### config.mk
export PLATFORM = sky130hd
export DESIGN_NAME = seq_divider
export DESIGN_NICKNAME = d
export VERILOG_FILES = /design/src/rtl/seq_divider_pkg.sv /design/src/rtl/div_status_gen.sv /design/src/rtl/seq_divider.sv
export SDC_FILE = /design/constraint.sdc
export NUM_CORES = 1
export LEC_CHECK = 0
export CAP_MARGIN = 20
export CORE_ASPECT_RATIO = 0.9
export CORE_UTILIZATION = 48
export CTS_CLUSTER_SIZE = 12
export DETAILED_ROUTE_END_ITERATION = 8
export PLACE_DENSITY = 0.8
export SKIP_CTS_REPAIR_TIMING = 1
export SYNTH_ARGS = -nofsm -noshare
export SYNTH_HDL_FRONTEND = slang
export SYNTH_HIERARCHICAL = 1
export SYNTH_SLANG_ARGS = --single-unit
### constraint.sdc
create_clock -name i_clk -period 5.9 [get_ports i_clk]
set_input_delay 1.475 -clock i_clk [delete_from_list [all_inputs] [get_ports i_clk]]
set_output_delay 1.475 -clock i_clk [all_outputs]
set_load 0.01 [all_outputs]
### src/rtl/seq_divider_pkg.sv
// ---------------------------------------------------------------------------
// seq_divider_pkg : shared FSM state encoding and status-flag bit positions
// Revision: 1.0
// ---------------------------------------------------------------------------
`default_nettype none

package seq_divider_pkg;

  typedef logic [1:0] state_t;

  localparam state_t S_IDLE = 2'd0;
  localparam state_t S_CALC = 2'd1;
  localparam state_t S_DONE = 2'd2;

  localparam int DIV0    = 0;
  localparam int PARITY  = 1;
  localparam int ALLONES = 2;
  localparam int OVF     = 3;

endpackage

`default_nettype wire

### src/rtl/div_status_gen.sv
// ---------------------------------------------------------------------------
// div_status_gen : all-ones and even-nonzero-parity flags of a quotient
// Revision: 1.0
// ---------------------------------------------------------------------------
`default_nettype none

module div_status_gen #(
  parameter int M = 8
) (
  input  logic [M-1:0] quotient,
  output logic         all_ones,
  output logic         even_parity
);

  assign all_ones    = &quotient;
  assign even_parity = (|quotient) & ~(^quotient);

endmodule

`default_nettype wire

### src/rtl/seq_divider.sv
// ---------------------------------------------------------------------------
// seq_divider : signed restoring divider, one quotient bit per clock
// Revision: 1.0
// ---------------------------------------------------------------------------
`default_nettype none

module seq_divider
  import seq_divider_pkg::*;
#(
  parameter int M = 8
) (
  input  logic         i_clk,
  input  logic         i_rst_n,
  input  logic         i_start,
  input  logic [M-1:0] i_arg_A,
  input  logic [M-1:0] i_arg_B,
  output logic         o_busy,
  output logic         o_valid,
  output logic [M-1:0] o_div,
  output logic [M-1:0] o_rem,
  output logic [3:0]   o_status
);

  localparam int CNT_W = $clog2(M + 1);

  state_t         state;
  logic [CNT_W-1:0] count;
  logic [M-1:0]   quo;
  logic [M-1:0]   dvs;
  logic [M-1:0]   rem;
  logic           neg_q;
  logic           neg_r;
  logic           div0;
  logic           ovf;

  logic [M-1:0]   abs_a;
  logic [M-1:0]   abs_b;
  logic           start_div0;
  logic           start_ovf;
  logic [M:0]     shifted;
  logic [M:0]     diff;
  logic [M-1:0]   final_q;
  logic [M-1:0]   final_r;
  logic           all_ones;
  logic           even_parity;
  logic [3:0]     status;

  // Magnitudes as unsigned: -2^(M-1) maps to 2^(M-1), which still fits in M bits.
  assign abs_a      = i_arg_A[M-1] ? -i_arg_A : i_arg_A;
  assign abs_b      = i_arg_B[M-1] ? -i_arg_B : i_arg_B;
  assign start_div0 = (i_arg_B == '0);
  assign start_ovf  = (i_arg_A == {1'b1, {(M-1){1'b0}}}) && (&i_arg_B);

  assign shifted = {rem, quo[M-1]};
  assign diff    = shifted - {1'b0, dvs};

  assign final_q = (div0 | ovf) ? '0 : (neg_q ? -quo : quo);
  assign final_r = (div0 | ovf) ? '0 : (neg_r ? -rem : rem);

  div_status_gen #(
    .M (M)
  ) u_status (
    .quotient    (final_q),
    .all_ones    (all_ones),
    .even_parity (even_parity)
  );

  always_comb begin
    status          = 4'b0000;
    status[DIV0]    = div0;
    status[OVF]     = ovf;
    status[ALLONES] = all_ones;
    status[PARITY]  = even_parity;
  end

  assign o_busy = (state == S_CALC);

  always_ff @(posedge i_clk) begin
    if (!i_rst_n) begin
      state    <= S_IDLE;
      count    <= '0;
      quo      <= '0;
      dvs      <= '0;
      rem      <= '0;
      neg_q    <= 1'b0;
      neg_r    <= 1'b0;
      div0     <= 1'b0;
      ovf      <= 1'b0;
      o_valid  <= 1'b0;
      o_div    <= '0;
      o_rem    <= '0;
      o_status <= 4'b0000;
    end else begin
      o_valid <= 1'b0;
      case (state)
        S_IDLE: begin
          if (i_start) begin
            div0  <= start_div0;
            ovf   <= start_ovf;
            neg_q <= i_arg_A[M-1] ^ i_arg_B[M-1];
            neg_r <= i_arg_A[M-1];
            quo   <= abs_a;
            dvs   <= abs_b;
            rem   <= '0;
            count <= '0;
            state <= (start_div0 | start_ovf) ? S_DONE : S_CALC;
          end
        end
        S_CALC: begin
          // Restore when the trial subtraction goes negative.
          if (!diff[M]) begin
            rem <= diff[M-1:0];
            quo <= {quo[M-2:0], 1'b1};
          end else begin
            rem <= shifted[M-1:0];
            quo <= {quo[M-2:0], 1'b0};
          end
          count <= count + 1'b1;
          if (count == CNT_W'(M - 1)) begin
            state <= S_DONE;
          end
        end
        S_DONE: begin
          o_div    <= final_q;
          o_rem    <= final_r;
          o_status <= status;
          o_valid  <= 1'b1;
          state    <= S_IDLE;
        end
        default: state <= S_IDLE;
      endcase
    end
  end

endmodule

`default_nettype wire

==> impl_table.tex, run 1 <==
\begin{tabular}{lr}
\hline
Metric & Value \\
\hline
\multicolumn{2}{l}{\textbf{Timing}} \\
Slew Viols, Final & 0 \\
Final total negative setup slack & 0 ps \\
Worst-case headroom to the max-slew limit & 0.435 \\
Post-Route Skew & 9.77 ps \\
Setup violations, final & 0 \\
Final Hold Fails & 0 \\
Max Freq & 289 MHz \\
Transition time at the pin with the least slew margin & 845 ps \\
Final critical path time including I/O delays and setup & 3460 ps \\
Final period util & 0.587 \\
RSZ-0062 raised after global routing & false \\
Post-route worst hold slack & 476 ps \\
\multicolumn{2}{l}{\textbf{Yosys}} \\
Syn\_nets & 448 \\
Proportion of register bits with asynchronous set or reset after synthesis & 0 \\
Portion of synthesized cell area occupied by the leading cell type & 0.327 \\
Cell Area, Synth & 3370 um2 \\
Warnings from Yosys & 6 \\
Avg Synthesized Cell Area & 8.30 um2 \\
Sequential fraction of the synthesis area & 0.327 \\
Register bit total from synthesis & 55 \\
Largest area contributor in the synthesized netlist & dfxtp\_1 \\
Distinct cells, synth & 48 \\
Post-Synthesis Cells & 406 \\
Commonest register cell after synthesis & dfxtp\_1 \\
Area contributors post-synth & dfxtp\_1 33\%, ha\_1 8.2\%, nand2\_1 7.2\% \\
Count of flip-flops with a built-in enable after synthesis & 0 \\
\multicolumn{2}{l}{\textbf{Pwr}} \\
Internal power of the cells & 0.605 mW \\
Net switching power of the design & 0.283 mW \\
Sequential Power Share & 0.461 \\
Maximum vdd drop & 125 uV \\
Proportion of power drawn by combinational gates & 0.287 \\
Pwr per Cell Area & 227 nW/um2 \\
Static Leak & 1.56 nW \\
Share of power burned in the clock network & 0.252 \\
Sw Ratio & 0.319 \\
\multicolumn{2}{l}{\textbf{Worst setup path}} \\
Slowest stage cell on the critical path & clkdlybuf4s50\_1 \\
Crit path kind & reg2out \\
Data required, critical path & 4430 ps \\
Worst R2R End & rem[0]\$\_SDFFE\_PN0P\_ \\
Path depth of the worst reg2reg path & 9 \\
Setup slack of the worst register-to-register path & 3190 ps \\
Setup crit end kind & output pin \\
Worst R2R Start & quo[7]\$\_SDFFE\_PN0P\_ \\
Series of cell instances along the critical path & nand2b\_1, inv\_1, clkdlybuf4s50\_1 \\
Worst setup SP type & register \\
Critical path fanouts, max & 13 \\
Crit path arrival time & 1990 ps \\
Maximum cell stage delay along the critical path & 620 ps \\
\multicolumn{2}{l}{\textbf{Floorplan}} \\
Starting Density & 0.503 \\
I/O pin total & 41 \\
Die Span X & 90.3 um \\
Area inside the core boundary & 6690 um2 \\
Full die area & 7360 um2 \\
Number of core rows & 28 \\
Die H & 81.5 um \\
\multicolumn{2}{l}{\textbf{Run}} \\
Max-Cap Viols & 0 \\
\multicolumn{2}{l}{\textbf{Detailed routing}} \\
DRC marker count from the first detailed-route iteration & 200 \\
DRC Markers & 0 \\
Avg WL per Cell & 13.1 um \\
1st-pass router iterations & 5 \\
Number of nets with antenna violations after routing & 0 \\
Final WL & 6.86 mm \\
Total via count after detailed routing & 2817 \\
Mean number of vias per cell & 5.37 \\
\multicolumn{2}{l}{\textbf{CTS}} \\
Clock sinks & 55 \\
CTS buffer count & 5 \\
TritonCTS clock tree & built \\
Register clock-pin slew on the reported worst setup and hold paths & 110 ps \\
Max clock buf depth & 2 \\
Clock insertion delay at the later pin of the skew report & 310 ps \\
Clock tree root driver cell & clkbuf\_8 \\
CTS HTree Levels & 2 \\
\multicolumn{2}{l}{\textbf{Placed design}} \\
Total half-perimeter wirelength after legalization and detailed placement & 5.29 mm \\
Final estimated routing congestion in global placement & 0.799 \\
Number of I/O port buffers & 40 \\
Placed cell area & 3810 um2 \\
\multicolumn{2}{l}{\textbf{Finish}} \\
Finished Cell Area & 3910 um2 \\
Area growth from synthesis to layout & 16.2\% \\
Final net count & 476 \\
Diode count & 0 \\
Share of final-layout standard cells stronger than drive strength 1 & 0.0460 \\
\multicolumn{2}{l}{\textbf{GRT}} \\
Maximum number of pins on one net before global-route repair & 30 \\
Grt total ovfl & 0 \\
Antenna violations before repair & 0 \\
Combined global-route utilization of all metal layers & 0.207 \\
First-pass GRT wire length & 12.4 mm \\
Vias in the first global route & 2719 \\
\multicolumn{2}{l}{\textbf{Hold path}} \\
Tightest Hold Check Type & reg2reg \\
Sink of the worst hold path & o\_div[1]\$\_SDFFE\_PN0P\_ \\
Hold path depth & 2 \\
Hold path start & o\_div[1]\$\_SDFFE\_PN0P\_ \\
\multicolumn{2}{l}{\textbf{Outcome}} \\
Result of the run & completed \\
\hline
\end{tabular}
==> synth_stat cells (2+ instances only) <==
cell type / count
xnor2_1: 21
mux2i_1: 7
o21ai_0: 16
nor4_1: 2
or2_2: 2
a21boi_0: 18
nand2_1: 65
mux2_2: 3
o211a_1: 7
inv_1: 28
nor2_1: 21
nand2b_1: 6
and2_1: 8
a222oi_1: 5
nand4_1: 3
buf_1: 2
xor2_1: 10
o21a_1: 4
nor3_1: 6
dfxtp_1: 55
o211ai_1: 3
a22oi_1: 11
nand3_1: 5
ha_1: 22
nor2b_1: 21
o31ai_1: 10
and3_1: 3
clkbuf_1: 18
a21oi_1: 5
==> worst max-delay path: cells and delay by family (launching register included) <==
kind / cells / cell delay (ps)
buffers and inverters: 2 / 1000
and+or+nand+nor: 1 / 280
DFF: 1 / 400
==> area by class of cell <==
type	count	area, um2
fillers	611	2780
multi-input cells	303	2090
repair buffers	41	408
well taps	90	113
flip-flops and latches	55	1100
clock buffers	6	82.6
inverters	28	105
clock inverters	2	16.3
==> flip-flops by register name (all words and copies together), names as in the netlist, 2 cells and up <==
name / count
quo: 8
dvs: 8
state: 2
o_rem: 8
count: 4
o_status: 4
o_div: 8
rem: 8
==> logic make-up (layout without fill, tap and decap cells) <==
family,after synthesis,after routing,synth area share
flops,55,55,0.327
xor+xnor,32,32,0.0888
buf+inv,48,77,0.0535
simple gates,151,151,0.223
fa+ha+maj,23,23,0.0877
compound gates,87,87,0.189
mux,10,10,0.0308
==> routing by layer <==
layer  up-vias  routed length, um  global-route usage
li1       1446                  -                   -
met1      1305               3510               0.278
met2        62               3090               0.354
met3         4                217              0.0324
met4         0                 40              0.0468
met5         -                  0                   0
==> cells in the final DEF, fill, tap and decap left out, drive strengths merged, types with 8 or more instances in the layout <==
master	n
nand2	65
dfxtp	55
clkdlybuf4s50	40
inv	28
ha	22
nor2	21
xnor2	21
nor2b	21
a21boi	18
o21ai	17
a22oi	11
xor2	11
o31ai	10
and2	8
==> worst max-delay path by stage <==
stage,from,to,slack (ps),depth (start not counted)
3_3_place_gp,i_arg_A[0],state[1]$_SDFFE_PN0P_,2350,9
4_1_cts,state[0]$_SDFFE_PN0P_,o_busy,2430,3
5_1_grt,state[0]$_SDFFE_PN0P_,o_busy,2300,3
2_1_floorplan,i_arg_A[1],state[1]$_SDFFE_PN0P_,2840,8
6_report,state[1]$_SDFFE_PN0P_,o_busy,2440,3
3_5_place_dp,i_arg_A[0],state[1]$_SDFFE_PN0P_,2260,9
==> power groups by stage <==
stage                     combinational (mW)  sequential [mW]  clock, mW
after floorplan                        0.204            0.407          0
after global placement                 0.244            0.416          0
after detailed placement               0.255            0.417          0
after CTS                              0.256            0.409      0.227
after global routing                   0.286            0.412      0.247
final                                  0.255            0.409      0.223
==> through the flow <==
step	cells	power, mW	setup WS [ps]	utilization
after floorplan	406	0.611	2840	-
after global placement	517	0.661	2350	0.570
after detailed placement	517	0.672	2260	0.570
after CTS	525	0.891	2430	0.585
after global routing	525	0.945	2300	0.585
final	525	0.887	2440	0.585
(Power assumes the default switching activity.)
==> inputs of run 2 (changes only) <==
- clock period: 5.9 -> 3.54 ns (I/O delays scaled with it)
==> run 2 against run 1 <==
Effect of this change: clock-buffer cell count down 1; worst setup slack worse by 1700 ps; core utilization up 0.26 points; clock power up 59%; die area unchanged; sequential power up 67%; flip-flop and latch count unchanged; first-iteration DRC count up 16%.
==> impl_table.tex, run 2 (synthesized netlist as in run 1, its figures left out) <==
\begin{tabular}{lr}
\hline
Metric & Value \\
\hline
\multicolumn{2}{l}{\textbf{Timing}} \\
Setup violations, final & 0 \\
Transition time at the pin with the least slew margin & 796 ps \\
Final critical path time including I/O delays and setup & 2850 ps \\
RSZ-0062 raised after global routing & false \\
Worst-case headroom to the max-slew limit & 0.469 \\
Final period util & 0.805 \\
Final Hold Fails & 0 \\
Final total negative setup slack & 0 ps \\
Post-route worst hold slack & 468 ps \\
Max Freq & 351 MHz \\
Slew Viols, Final & 0 \\
Post-Route Skew & 7.79 ps \\
\multicolumn{2}{l}{\textbf{Finish}} \\
Area growth from synthesis to layout & 16.7\% \\
Filler Cells Inserted & 584 \\
Finished Cell Area & 3930 um2 \\
Share of final-layout standard cells stronger than drive strength 1 & 0.0525 \\
Commonest cells after routing, fill and taps aside & 65 x nand2\_1, 55 x dfxtp\_1, 40 x clkdlybuf4s50\_1, 28 x inv\_1, 22 x ha\_1 \\
Area of combinational cells with multiple inputs & 2090 um2 \\
Final net count & 479 \\
Cell Count, Final, Fillers Out & 528 \\
Diode count & 0 \\
Area taken by flip-flops and latches & 1100 um2 \\
Most common cell after layout, fill and taps aside & nand2\_1 \\
\multicolumn{2}{l}{\textbf{Worst setup path}} \\
Worst setup SP type & register \\
Crit path kind & reg2out \\
Setup crit end kind & output pin \\
Crit path arrival time & 1960 ps \\
Data required, critical path & 2650 ps \\
Critical path fanouts, max & 13 \\
\multicolumn{2}{l}{\textbf{CTS}} \\
Clock sinks & 55 \\
Register clock-pin slew on the reported worst setup and hold paths & 100 ps \\
Max clock buf depth & 2 \\
TritonCTS clock tree & built \\
Clock tree root driver cell & clkbuf\_8 \\
CTS buffer count & 5 \\
Clock insertion delay at the later pin of the skew report & 310 ps \\
CTS HTree Levels & 2 \\
\multicolumn{2}{l}{\textbf{Placed design}} \\
Placed cell area & 3840 um2 \\
Final estimated routing congestion in global placement & 0.824 \\
Placed cell count & 520 \\
Number of I/O port buffers & 40 \\
Total half-perimeter wirelength after legalization and detailed placement & 5.32 mm \\
\multicolumn{2}{l}{\textbf{GRT}} \\
Grt total ovfl & 0 \\
Antenna violations before repair & 0 \\
First-pass GRT wire length & 12.0 mm \\
Vias in the first global route & 2615 \\
Combined global-route utilization of all metal layers & 0.197 \\
Maximum number of pins on one net before global-route repair & 23 \\
\multicolumn{2}{l}{\textbf{Floorplan}} \\
Starting Density & 0.503 \\
Die Span X & 90.3 um \\
I/O pin total & 41 \\
Die H & 81.5 um \\
Area inside the core boundary & 6690 um2 \\
Full die area & 7360 um2 \\
Number of core rows & 28 \\
\multicolumn{2}{l}{\textbf{Pwr}} \\
Pwr per Cell Area & 372 nW/um2 \\
Overall Power & 1.46 mW \\
Static Leak & 1.57 nW \\
Maximum vdd drop & 175 uV \\
\multicolumn{2}{l}{\textbf{Detailed routing}} \\
Number of nets with antenna violations after routing & 0 \\
Avg WL per Cell & 12.9 um \\
1st-pass router iterations & 7 \\
Total via count after detailed routing & 2823 \\
DRC Markers & 0 \\
Mean number of vias per cell & 5.35 \\
Final WL & 6.80 mm \\
DRC marker count from the first detailed-route iteration & 232 \\
\multicolumn{2}{l}{\textbf{Run}} \\
Max-Cap Viols & 0 \\
\multicolumn{2}{l}{\textbf{Hold path}} \\
Tightest Hold Check Type & reg2reg \\
\multicolumn{2}{l}{\textbf{Outcome}} \\
Result of the run & completed \\
\hline
\end{tabular}
[run 2: changes by cell type in the layout (fill, tap and decap cells not counted)]
cell	delta
buf_4	+3
clkinv_4	+1
clkbuf_8	-1
[run 2: critical path: stages (launching register included)]
cell             delay [ps]
dfxtp_1                 390
nand2b_1                260
inv_1                   380
clkdlybuf4s50_1         620
[run 2: final timing paths]
check             cells past startpoint                       end  slack [ps]                      from
setup / recovery                      3                    o_busy         690     state[1]$_SDFFE_PN0P_
hold / removal                        2  o_status[1]$_SDFFE_PN0P_         470  o_status[1]$_SDFFE_PN0P_
setup reg to reg                      9       rem[1]$_SDFFE_PN0P_         840       quo[7]$_SDFFE_PN0P_
hold reg to reg                       2  o_status[1]$_SDFFE_PN0P_         470  o_status[1]$_SDFFE_PN0P_
[run 2: per-stage QoR]
step	utilization	setup WS, ps
final	0.587	690
after global routing	0.587	602
after detailed placement	0.573	471
after global placement	0.573	564
after floorplan	-	1070
after CTS	0.587	703
[run 2: cell type report]
class,instances,share of cell area
repair buffers,44,0.110
well taps,90,0.0287
flip-flops and latches,55,0.280
inverters,28,0.0267
clock buffers,5,0.0175
multi-input cells,303,0.531
clock inverters,3,0.00637
[run 2: metal layers]
layer / vias to the layer above / wire length, um / global-route usage
li1: 1448 / - / -
met1: 1298 / 3390 / 0.255
met2: 73 / 3070 / 0.347
met3: 4 / 276 / 0.0296
met4: 0 / 59 / 0.0532
met5: - / 0 / 0
[run 2: report_power, final]
part	internal [mW]	switching [mW]
registers	0.644	0.0376
clock network	0.142	0.212
logic	0.205	0.220
total	0.991	0.469
==> inputs of run 3 (changes only) <==
- PLACE_DENSITY: 0.8 -> 0.83
- clock period: 3.54 -> 2.45 ns (I/O delays scaled with it)
==> run 3 against run 2 <==
Effect of this change: flip-flop and latch count unchanged; total power up 53%; die area unchanged; combinational power up 78%; non-clock buffer count up 29; cell area up 6.9%; critical path depth up 6; via count up 6.9%; largest power group unchanged; routed wire length up 12%; sequential power up 44%.
==> impl_table.tex, run 3 (synthesized netlist as in run 1, its figures left out) <==
\begin{tabular}{lr}
\hline
Metric & Value \\
\hline
\multicolumn{2}{l}{\textbf{Floorplan}} \\
Die Span X & 90.3 um \\
Die H & 81.5 um \\
I/O pin total & 41 \\
Area inside the core boundary & 6690 um2 \\
Full die area & 7360 um2 \\
Starting Density & 0.503 \\
Number of core rows & 28 \\
\multicolumn{2}{l}{\textbf{Worst setup path}} \\
Slowest stage cell on the critical path & or3\_4 \\
Series of cell instances along the critical path & dlymetal6s2s\_1, inv\_1, ha\_2, or3b\_4, or3\_4, nor4\_4, o21ai\_1, mux2\_2, nor3b\_2 \\
Critical path buffers and inverters & 2 \\
Crit path kind & in2reg \\
Critical path fanouts, max & 2 \\
Data required, critical path & 2700 ps \\
Worst R2R Start & quo[7]\$\_SDFFE\_PN0P\_ \\
Cell family with the largest share of critical-path delay & simple AND/OR/NAND/NOR gates \\
Worst setup SP type & input pin \\
Beginning of the critical path & i\_arg\_A[1] \\
Setup crit end kind & register \\
Maximum cell stage delay along the critical path & 420 ps \\
Crit path arrival time & 2650 ps \\
\multicolumn{2}{l}{\textbf{GRT}} \\
Combined global-route utilization of all metal layers & 0.220 \\
Antenna violations before repair & 0 \\
Vias in the first global route & 2921 \\
Maximum number of pins on one net before global-route repair & 23 \\
Grt total ovfl & 0 \\
First-pass GRT wire length & 13.1 mm \\
\multicolumn{2}{l}{\textbf{Finish}} \\
Commonest cells after routing, fill and taps aside & 65 x nand2\_1, 53 x dfxtp\_1, 36 x clkdlybuf4s50\_1, 32 x buf\_4, 28 x inv\_1 \\
Diode count & 0 \\
Most common cell after layout, fill and taps aside & nand2\_1 \\
Final net count & 508 \\
Finished Cell Area & 4200 um2 \\
Area growth from synthesis to layout & 24.7\% \\
Final Core Density & 0.628 \\
Share of final-layout standard cells stronger than drive strength 1 & 0.133 \\
\multicolumn{2}{l}{\textbf{CTS}} \\
Clock tree root driver cell & clkbuf\_8 \\
Max clock buf depth & 2 \\
CTS HTree Levels & 2 \\
TritonCTS clock tree & built \\
CTS buffer count & 5 \\
Register clock-pin slew on the reported worst setup and hold paths & 100 ps \\
Clock insertion delay at the later pin of the skew report & 310 ps \\
Clock sinks & 55 \\
\multicolumn{2}{l}{\textbf{Pwr}} \\
Static Leak & 1.76 nW \\
Pwr per Cell Area & 530 nW/um2 \\
Maximum vdd drop & 272 uV \\
\multicolumn{2}{l}{\textbf{Detailed routing}} \\
Metal-1 WL & 3.54 mm \\
WL met2 & 3.59 mm \\
DRC Markers & 0 \\
Met3 WL & 336 um \\
Mean number of vias per cell & 5.42 \\
Avg WL per Cell & 13.6 um \\
Final WL & 7.59 mm \\
1st-pass router iterations & 6 \\
Number of nets with antenna violations after routing & 0 \\
DRC marker count from the first detailed-route iteration & 138 \\
Total via count after detailed routing & 3019 \\
Highest routed layer & met4 \\
\multicolumn{2}{l}{\textbf{Run}} \\
Max-Cap Viols & 0 \\
\multicolumn{2}{l}{\textbf{Hold path}} \\
Tightest Hold Check Type & reg2reg \\
Hold path start & o\_status[1]\$\_SDFFE\_PN0P\_ \\
\multicolumn{2}{l}{\textbf{Placed design}} \\
Total half-perimeter wirelength after legalization and detailed placement & 5.83 mm \\
Placed cell area & 4030 um2 \\
Final estimated routing congestion in global placement & 0.835 \\
Number of I/O port buffers & 40 \\
\multicolumn{2}{l}{\textbf{Timing}} \\
Final Hold Fails & 0 \\
Final critical path time including I/O delays and setup & 2410 ps \\
Worst-case headroom to the max-slew limit & 0.564 \\
Transition time at the pin with the least slew margin & 652 ps \\
Slew Viols, Final & 0 \\
Setup violations, final & 0 \\
Post-Route Skew & 8.44 ps \\
Max Freq & 416 MHz \\
Final period util & 0.982 \\
\multicolumn{2}{l}{\textbf{Outcome}} \\
Result of the run & completed \\
\hline
\end{tabular}
==> run 3: changes by cell type in the layout (fill, tap and decap cells not counted), sizes merged <==
cell,before,now
clkinvlp,1,0
buf,4,33
dlymetal6s2s,0,4
clkdlybuf4s50,40,36
clkinv,2,1
clkbuf,5,7
==> run 3: per-layer routing <==
layer	global-route usage	vias to the layer above
met5	0	-
met4	0.0774	0
met3	0.0324	15
met2	0.398	95
met1	0.270	1400
li1	-	1509
==> run 3: final cells by class <==
cell class / count / area, um2
Inverter: 28 / 105
Timing Repair Buffer: 73 / 662
Sequential cell: 55 / 1100
Multi-Input combinational cell: 303 / 2140
Clock buffer: 7 / 76.3
Fill cell: 577 / 2490
Tap cell: 90 / 113
Clock inverter: 1 / 5.00
==> run 3: worst paths after layout <==
| kind | cells past startpoint | endpoint | slack (ps) |
|---|---|---|---|
| worst max-delay path | 9 | state[1]$_SDFFE_PN0P_ | 40 |
| worst min-delay path | 2 | o_status[1]$_SDFFE_PN0P_ | 460 |
| worst max register to register | 9 | rem[1]$_SDFFE_PN0P_ | 90 |
| worst min register to register | 2 | o_status[1]$_SDFFE_PN0P_ | 460 |
==> run 3: stage by stage <==
step	std cells	TNS [ps]	total power [mW]	hold WS (ps)	setup WS, ps
after global placement	546	-537	1.65	450	-199
after detailed placement	546	-892	1.69	457	-320
after floorplan	406	0	1.47	441	78.2
after global routing	557	-32.3	2.35	486	-27.7
final	557	0	2.23	462	44.9
after CTS	554	0	2.18	471	0.180
==> run 3: worst min-delay path, cell delays in order, from the launching register on <==
cell	delay, ps
dfxtp_1	320
nand2_1	50
a21boi_1	50
==> run 3: power by group <==
| group | total [mW] | internal, mW | leakage [nW] | switching (mW) |
|---|---|---|---|---|
| Clock | 0.491 | 0.202 | 0.0422 | 0.290 |
| Sequential | 0.980 | 0.931 | 0.448 | 0.0482 |
| Combinational | 0.757 | 0.385 | 1.27 | 0.371 |
